$ cat src/rtl/ravenoc_pkg.sv
// Shared NoC types and defaults for the virtual-channel input buffer.
// Build option: define VC_FIXED_PRIO_EN in vc_buffer for fixed-priority VC selection.
package ravenoc_pkg;

  localparam int unsigned FLIT_WIDTH = 34;
  localparam int unsigned N_VIRT_CHN = 3;
  localparam int unsigned VC_DEPTH   = 4;

  // Flit type lives in the top two bits of every flit
  typedef enum logic [1:0] {
    HEAD      = 2'b00,
    BODY      = 2'b01,
    TAIL      = 2'b10,
    HEAD_TAIL = 2'b11
  } flit_type_t;

  // 'type' is a reserved word, so the type field is called flit_type
  typedef struct packed {
    flit_type_t                flit_type;
    logic [FLIT_WIDTH-3:0]     payload;
  } s_flit_t;

  typedef enum logic [0:0] {
    StIdle   = 1'b0,
    StActive = 1'b1
  } arb_state_t;

  // A packet ends on TAIL or on a single-flit HEAD_TAIL
  function automatic logic is_last(input flit_type_t t);
    return (t == TAIL) || (t == HEAD_TAIL);
  endfunction

endpackage

$ cat src/rtl/vc_fifo.sv
// Per-VC flit FIFO: registered pointers with a wrap bit, head visible combinationally.
// A write becomes visible at the head one cycle later at the earliest.
module vc_fifo #(
  parameter int unsigned SLOTS = 4,
  parameter int unsigned WIDTH = 34
) (
  input  logic             clk,
  input  logic             arst,
  input  logic             write_i,
  input  logic             read_i,
  input  logic [WIDTH-1:0] data_i,
  output logic [WIDTH-1:0] data_o,
  output logic             full_o,
  output logic             empty_o
);

  localparam int unsigned PW = $clog2(SLOTS);

  logic [PW:0]      wr_ptr_q;
  logic [PW:0]      rd_ptr_q;
  logic [WIDTH-1:0] mem_q [SLOTS];
  logic             do_write;
  logic             do_read;

  // Full: same slot index, opposite lap
  always_comb begin
    empty_o  = (wr_ptr_q == rd_ptr_q);
    full_o   = (wr_ptr_q[PW] != rd_ptr_q[PW]) && (wr_ptr_q[PW-1:0] == rd_ptr_q[PW-1:0]);
    do_write = write_i && !full_o;
    do_read  = read_i && !empty_o;
    data_o   = mem_q[rd_ptr_q[PW-1:0]];
  end

  // Storage and pointer update; simultaneous read and write both take effect
  always_ff @(posedge clk) begin
    if (!arst) begin
      wr_ptr_q <= '0;
      rd_ptr_q <= '0;
      for (int i = 0; i < int'(SLOTS); i++) begin
        mem_q[i] <= '0;
      end
    end else begin
      if (do_write) begin
        mem_q[wr_ptr_q[PW-1:0]] <= data_i;
        wr_ptr_q                <= wr_ptr_q + (PW+1)'(1);
      end
      if (do_read) begin
        rd_ptr_q <= rd_ptr_q + (PW+1)'(1);
      end
    end
  end

endmodule

$ cat src/rtl/vc_buffer.sv
// Multi-VC input buffer: one FIFO per VC, packet-locked arbiter onto a single output link.
// Build option: VC_FIXED_PRIO_EN selects lowest-index-first instead of round-robin.
module vc_buffer #(
  parameter int unsigned N_VIRT_CHN = ravenoc_pkg::N_VIRT_CHN,
  parameter int unsigned VC_DEPTH   = ravenoc_pkg::VC_DEPTH,
  parameter int unsigned FLIT_WIDTH = ravenoc_pkg::FLIT_WIDTH,
  localparam int unsigned VC_W      = $clog2(N_VIRT_CHN)
) (
  input  logic                  clk,
  input  logic                  arst,
  input  logic [VC_W-1:0]       in_vc_id,
  input  logic [FLIT_WIDTH-1:0] in_flit,
  input  logic                  in_valid,
  output logic                  in_ready,
  output logic [FLIT_WIDTH-1:0] out_flit,
  output logic [VC_W-1:0]       out_vc_id,
  output logic                  out_valid,
  input  logic                  out_ready,
  output logic [N_VIRT_CHN-1:0] vc_full,
  output logic [N_VIRT_CHN-1:0] vc_empty
);

  import ravenoc_pkg::*;

  logic [N_VIRT_CHN-1:0] wr_en;
  logic [N_VIRT_CHN-1:0] rd_en;
  logic [FLIT_WIDTH-1:0] head [N_VIRT_CHN];

  arb_state_t            state_q, state_d;
  logic [VC_W-1:0]       cur_vc_q, cur_vc_d;
  logic                  found;
  int                    idx;
`ifndef VC_FIXED_PRIO_EN
  logic [VC_W-1:0]       rr_ptr_q, rr_ptr_d;
`endif

  // Input side: ids beyond the last VC never match, so they look full
  always_comb begin
    in_ready = 1'b0;
    wr_en    = '0;
    for (int g = 0; g < int'(N_VIRT_CHN); g++) begin
      if (in_vc_id == VC_W'(g)) begin
        in_ready = !vc_full[g];
        wr_en[g] = in_valid && !vc_full[g];
      end
    end
  end

  for (genvar g = 0; g < N_VIRT_CHN; g++) begin : g_vc
    vc_fifo #(
      .SLOTS(VC_DEPTH),
      .WIDTH(FLIT_WIDTH)
    ) u_fifo (
      .clk    (clk),
      .arst   (arst),
      .write_i(wr_en[g]),
      .read_i (rd_en[g]),
      .data_i (in_flit),
      .data_o (head[g]),
      .full_o (vc_full[g]),
      .empty_o(vc_empty[g])
    );
  end

  // Arbiter: pick a VC in IDLE, then stay on it until a TAIL/HEAD_TAIL is popped
  always_comb begin
    state_d   = state_q;
    cur_vc_d  = cur_vc_q;
`ifndef VC_FIXED_PRIO_EN
    rr_ptr_d  = rr_ptr_q;
`endif
    out_valid = 1'b0;
    out_flit  = '0;
    out_vc_id = cur_vc_q;
    rd_en     = '0;
    found     = 1'b0;
    idx       = 0;
    unique case (state_q)
      StIdle: begin
        for (int i = 0; i < int'(N_VIRT_CHN); i++) begin
`ifdef VC_FIXED_PRIO_EN
          idx = i;
`else
          idx = (int'(rr_ptr_q) + i) % int'(N_VIRT_CHN);
`endif
          if (!found && !vc_empty[idx]) begin
            found    = 1'b1;
            cur_vc_d = VC_W'(idx);
            state_d  = StActive;
          end
        end
      end
      StActive: begin
        // An empty locked VC mid-packet just stalls; no other VC is considered
        out_valid = !vc_empty[cur_vc_q];
        out_flit  = head[cur_vc_q];
        if (out_valid && out_ready) begin
          rd_en[cur_vc_q] = 1'b1;
          if (is_last(flit_type_t'(out_flit[FLIT_WIDTH-1 -: 2]))) begin
            state_d = StIdle;
`ifndef VC_FIXED_PRIO_EN
            rr_ptr_d = (cur_vc_q == VC_W'(N_VIRT_CHN - 1)) ? '0 : cur_vc_q + VC_W'(1);
`endif
          end
        end
      end
    endcase
  end

  // Arbiter state registers
  always_ff @(posedge clk) begin
    if (!arst) begin
      state_q  <= StIdle;
      cur_vc_q <= '0;
`ifndef VC_FIXED_PRIO_EN
      rr_ptr_q <= '0;
`endif
    end else begin
      state_q  <= state_d;
      cur_vc_q <= cur_vc_d;
`ifndef VC_FIXED_PRIO_EN
      rr_ptr_q <= rr_ptr_d;
`endif
    end
  end

endmodule

$ cat config.mk
export PLATFORM = sky130hd
export DESIGN_NAME = vc_buffer
export DESIGN_NICKNAME = d
export VERILOG_FILES = /design/src/rtl/ravenoc_pkg.sv /design/src/rtl/vc_fifo.sv /design/src/rtl/vc_buffer.sv
export SDC_FILE = /design/constraint.sdc
export NUM_CORES = 1
export LEC_CHECK = 0
export ABC_AREA = 0
export CAP_MARGIN = 10
export CORE_MARGIN = 2
export CORE_UTILIZATION = 61
export DETAILED_ROUTE_END_ITERATION = 7
export PLACE_DENSITY = 0.8
export SETUP_SLACK_MARGIN = 0.05
export SLEW_MARGIN = 15
export SYNTH_ARGS = -nofsm -noshare
export SYNTH_HDL_FRONTEND = slang
export SYNTH_HIERARCHICAL = 1
export SYNTH_SLANG_ARGS = --single-unit
$ cat constraint.sdc
create_clock -name clk -period 5.47 [get_ports clk]
set_clock_uncertainty 0.15 [all_clocks]
set_input_delay 1.3675 -clock clk [delete_from_list [all_inputs] [get_ports clk]]
set_output_delay 1.3675 -clock clk [all_outputs]
set_load 0.01 [all_outputs]
==> Word-level counts from Yosys, hierarchy flattened <==
Memory sizes are Yosys's and may differ from the RTL's. A register that Yosys moved wholly into a read port is not among the register bits.
Cells that the tools add are included.
Widths: inputs -> output; s select.
{ "op_classes": {"add_sub_neg": 9, "div_mod_pow": 3, "n_mul": 0, "bitwise_logic": 2, "mux": 64, "n_shift": 0, "n_lt_le_gt_ge": 6, "n_reduce_logical": 34, "n_eq_ne": 15} }
{ "op_table": {"columns": ["op", "n"], "rows": [
  ["$mux 34", 6],
  ["$reduce_or 34->1", 3],
  ["$lt 32x4->1 const B", 3],
  ["$bmux 34 s2", 1],
  ["$mod 32x3->32 const B", 2],
  ["$mux 1", 36],
  ["$mod 3x3->32 const B", 1],
  ["$mux 2", 13],
  ["$add 3x1->3 const B", 6],
  ["$logic_and 1x1->1", 16],
  ["$logic_not 1->1", 11],
  ["$eq 3x3->1", 3],
  ["$bmux 1 s2", 4],
  ["$eq 2x2->1 const B", 4],
  ["$eq 2x2->1", 3],
  ["$mux 3", 2],
  ["$add 2x1->3 const B", 1],
  ["$add 2x2->3 const B", 1],
  ["$ge 3x3->1 const B", 1],
  ["$lt 2x3->1 const B", 1],
  ["$ne 1x1->1", 3],
  ["$ne 3x1->1 const B", 1],
  ["$not 2->3", 1],
  ["$reduce_and 3->1", 1],
  ["other kinds (9)", 9]
]} }
{ "totals": {"n_memories": 3, "mem_bits_ro": 0, "ram_bits": 408, "latch_bits": 0, "in_bits": 40, "wordCells": 145, "register_bits": 23} }
{ "mem_list": {"columns": ["memory", "depth", "width", "rd", "rd_ports_with_merged_regs", "wr", "line", "source"], "rows": [
  ["g_vc[0].u_fifo.mem_q", 4, 34, 1, 1, 4, "vc_fifo.sv:21", "logic [WIDTH-1:0] mem_q [SLOTS];"],
  ["g_vc[1].u_fifo.mem_q", 4, 34, 1, 1, 4, "vc_fifo.sv:21", null],
  ["g_vc[2].u_fifo.mem_q", 4, 34, 1, 1, 4, "vc_fifo.sv:21", null]
]} }

==> Logic depth before layout (Yosys ltp) <==
Gate-level depths: netlist of run 1.
{ "logic_depth": {"word_depth": 14, "mapped_depth": 11} }

==> Hierarchy <==
The synthesis of run 1 kept the hierarchy.
{ "by_module_without_submodules": {"columns": ["mod", "instances", "area_per_inst_um2", "seq_area_each_um2", "cells_per_inst"], "rows": [
  ["vc_fifo", 3, 6444.9, 4244.1, 442],
  ["vc_buffer", 1, 1303.8, 100.1, 213]
]} }

==> Least setup slack after synthesis of run 1 <==
OpenSTA, ideal clock, no wires.
{ "synth_path": {"path_type": "input to register", "start": "input port in_vc_id[1]", "end": "memory g_vc[0].u_fifo.mem_q[1][0] (enable)", "required_time_ns": 4.873, "stages": 4, "path_slack_ns": 0.941, "t_arrival_ns": 3.932, "path_cell_list": "nor4b_1 -> buf_2 -> inv_1 -> o41ai_2"} }
{ "synth_rtl": {"columns": ["item", "line", "source"], "rows": [
  ["start: declaration", "vc_buffer.sv:11", "input logic [VC_W-1:0] in_vc_id,"],
  ["end: declaration", "vc_fifo.sv:21", null]
]} }

==> Final worst setup path of run 1 <==
{ "layout_path": {"start": "register g_vc[0].u_fifo.wr_ptr_q[0]", "end": "output port out_valid"} }
{ "layout_between": {"elab_chain_cells": 5} }
{ "layout_lines": {"columns": ["item", "line", "source"], "rows": [
  ["start: declaration", "vc_fifo.sv:19", "logic [PW:0] wr_ptr_q;"],
  ["start signal: assignment", "vc_fifo.sv:45", "wr_ptr_q <= wr_ptr_q + (PW+1)'(1);"],
  ["$eq 3x3->1", "vc_fifo.sv:27", "empty_o = (wr_ptr_q == rd_ptr_q);"],
  ["$bmux 1 s2", "vc_buffer.sv:95", "out_valid = !vc_empty[cur_vc_q];"],
  ["$mux 1 (implied by the code)", "vc_buffer.sv:95", null],
  ["$logic_not 1->1", "vc_buffer.sv:95", null],
  ["$mux 1", "vc_buffer.sv:78", "unique case (state_q)"],
  ["end: declaration", "vc_buffer.sv:17", "output logic out_valid,"]
]} }
Every way passes these cells. The select of a mux whose other input is x is not followed.

==> results of run 1 <==
## registers in the layout, indices dropped and copies added (netlist names), named ones only
register / cells
g_vc.u_fifo/mem_q: 408
g_vc.u_fifo/rd_ptr_q: 9
g_vc.u_fifo/wr_ptr_q: 9
out_vc_id: 2
rr_ptr_q: 2
state_q: 1
## metal layers
metal	GRT usage	vias up	share of wire
met4	0.150	2	0.057
met5	0	-	0.00025
met2	0.493	846	0.49
met1	0.388	6547	0.35
met3	0.0474	165	0.099
li1	-	5701	-
## path summary, 6_finish.rpt
path / to / slack (ns) / cells after the start
worst min register to register: rr_ptr_q[1]$_SDFFE_PN0P_ / 0.37 / 2
worst max-delay path: out_valid / 0.69 / 6
worst min-delay path: rr_ptr_q[1]$_SDFFE_PN0P_ / 0.37 / 2
worst max register to register: g_vc[1].u_fifo/mem_q[2][8]$_SDFFCE_PN0P_ / 1.53 / 9
## cells by family after synthesis
logic type      share of synthesized area
compound gates                     0.0450
xor+xnor                          0.00837
fa+ha+maj                         0.00485
buf+inv                            0.0427
flops                               0.622
mux                                 0.129
simple gates                        0.148
## cell usage in the layout (no fill, tap or decap), types with 4 or more instances in the layout
cell             count
o21ai_1              4
o41ai_4              9
clkdlybuf4s50_1     82
a21oi_1             44
and3b_1              6
clkinv_2             8
inv_1               28
a21o_1               4
edfxtp_1           408
o2111ai_1            7
buf_4               42
dfxtp_1             25
a31oi_1              9
o21ai_0             10
bufinv_16            9
ha_1                 8
clkbuf_1             4
or3_1                9
clkbuf_16           45
clkinv_1            10
nor2_1             363
mux4_2             102
dfxtp_2              4
nand2_1            137
or4_1               12
nor2_2             120
nor3_1               7
xor2_2               6
nand4_1              9
mux2i_1             36
## power by group
| part | leakage (nW) | switching (mW) | internal (mW) |
|---|---|---|---|
| logic | 2.91 | 0.960 | 0.657 |
| registers | 4.46 | 0.142 | 3.82 |
| clock network | 0.738 | 1.21 | 1.92 |
| total | 8.11 | 2.31 | 6.39 |
## metrics by stage
step	setup WS (ns)	area (um^2)	instances
detailed placement	0.995	21800	1999
finish	0.690	23300	2078
global placement	0.951	21800	1999
CTS	0.642	23300	2078
floorplan	0.941	20600	1539
global route	0.472	23300	2078
## area by class of cell
| cell class | instances | share of cell area |
|---|---|---|
| inverters | 31 | 0.00500 |
| multi-input cells | 957 | 0.304 |
| well taps | 448 | 0.0241 |
| clock buffers | 49 | 0.0490 |
| flip-flops and latches | 437 | 0.552 |
| repair buffers | 126 | 0.0499 |
| clock inverters | 30 | 0.0160 |
## worst register-to-register path, stage by stage (launching register included)
cell and delay, ns:
dfxtp_1 0.61, xor2_2 0.55, nor3_4 0.12, buf_4 0.34, nor4bb_1 0.34, buf_4 0.21
and2_1 0.73, buf_4 0.38, nand2_1 0.16, nor2_1 0.16
## synth_stat cells (7+ instances only)
cell type	instances	area, um^2
clkbuf_1	23	86.3
or4_1	12	90.1
edfxtp_1	408	12300
ha_1	8	100
buf_4	13	97.6
nand4_1	9	56.3
buf_2	46	230
nand2_1	137	514
or3_1	9	56.3
a21oi_1	44	220
nor2_2	120	751
mux2i_1	36	360
buf_6	24	270
mux4_2	102	2300
a31oi_1	9	56.3
o41ai_2	9	146
o2111ai_1	7	61.3
dfxtp_1	29	581
nor3_1	7	35.0
o21ai_0	10	50.1
o21ai_1	7	35.0
inv_1	28	105
nor2_1	363	1360
==> flow_summary.yaml, run 1 <==
clock_network:
  clock_path_buffers: 3
  holdBufCountCts: 0
  cts_resized: 0
  insertion_delay_ns: 0.53
  h-tree-depth: 2
  root_buffer: "clkbuf_16"
  clk_pin_slew_worst_paths_ns: 0.06
  clock-sinks: 437
  numCtsBuffers: 44
  cts_tree: "built"
  cts_setup_buffers: 0
setup_path:
  critPathLaunchType: "register"
  cp_max_fo: 14
  cp_data_required_time_ns: 3.95
  reg2reg_from: "g_vc[1].u_fifo/wr_ptr_q[0]$_SDFFE_PN0P_"
  crit_start: "g_vc[0].u_fifo/wr_ptr_q[0]$_SDFFE_PN0P_"
  critPathArrivalTime_ns: 3.26
  path_class: "reg2out"
  cp_top_family: "flip-flops"
  crit_chain: "xor2_2 -> nor3_1 -> mux2i_1 -> o21ai_1 -> nor2_1 -> clkdlybuf4s50_1"
  crit_buf_inv: 1
  slowest_stage: "dfxtp_1"
  slowest_delay_ns: 0.63
  endpoint_kind: "primary output"
drt:
  drt_iter0_markers: 1474
  wl_per_cell_um: 24.8
  ant_nets: 0
  drc_errors: 0
  routed_wl_um: 51600
  avgViaCountPerCell: 6.38
  num_vias: 13300
  dr.pass1.iters: 5
die:
  die_area_um2: 35300
  die_w_um: 188
  die_h_um: 188
  start_util: 0.617
  boundaryPins: 84
  num_rows: 67
  coreArea_um2: 33400
logic_synthesis:
  synth_ff_type: "edfxtp_1"
  yosysSeqAreaShare: 0.622
  syn_area_um2: 20600
  avgSynthCellArea_um2: 13.4
  postSynthCellCount: 1539
  ys_async_sr_fraction: 0
  synth-edff-count: 408
  yosysWarnings: 6
  ys_types: 58
  synth.net_count: 1587
  synth-seq-cells: 437
global_route:
  grt_pass1_vias: 13700
  grt_pass1_wl_um: 78400
  grt_max_degree: 43
  grt.overflow.total: 0
  grt_antenna_before_repair: 1
  grt.total_usage: 0.298
place:
  gp_congestion: 0.874
  hpwl_um: 30600
  port-buffer-count: 83
timing:
  rsz0062_at_grt: "no"
  hold_slack_ns: 0.373
  setup_viol: 0
  tightest_slew_ns: 1.09
  fin_crit_sh: 0.874
  fmax_mhz: 209
  drv_slew: 0
  hold_viol: 0
  period_minus_slack_ns: 4.78
  fin_tns_setup_ns: 0
  slew_headroom: 0.274
outcome:
  status: "completed"
final_layout:
  n_antenna_cell: 0
  regArea_um2: 12800
  fillCellCount: 2218
  fin_nets: 1645
  multi_input_area_um2: 7090
  area_growth_pct: 12.8
  drive_above_1_share: 0.231
  final_core_util: 0.696
hold_path:
  hold_class: "reg2reg"
  hp-start: "rr_ptr_q[1]$_SDFFE_PN0P_"
power_and_ir_drop:
  p_leak_nw: 8.11
  power_mw: 8.71
  ir_drop_v: 0.000299
  power_density_nw_per_um2: 374
job:
  cap_violations: 0
No activity file was read; power rests on OpenSTA's default activity.
==> run 2: changes to the inputs <==
Settings changed: CAP_MARGIN 10 to not set.
==> results of run 2 <==
Same layout as run 1: the final DEF is identical, and so are final timing and power.
==> run 3: changes to the inputs <==
Settings changed: CAP_MARGIN set to 20.
==> results of run 3 <==
Same layout as run 1: the final DEF is identical, and so are final timing and power.
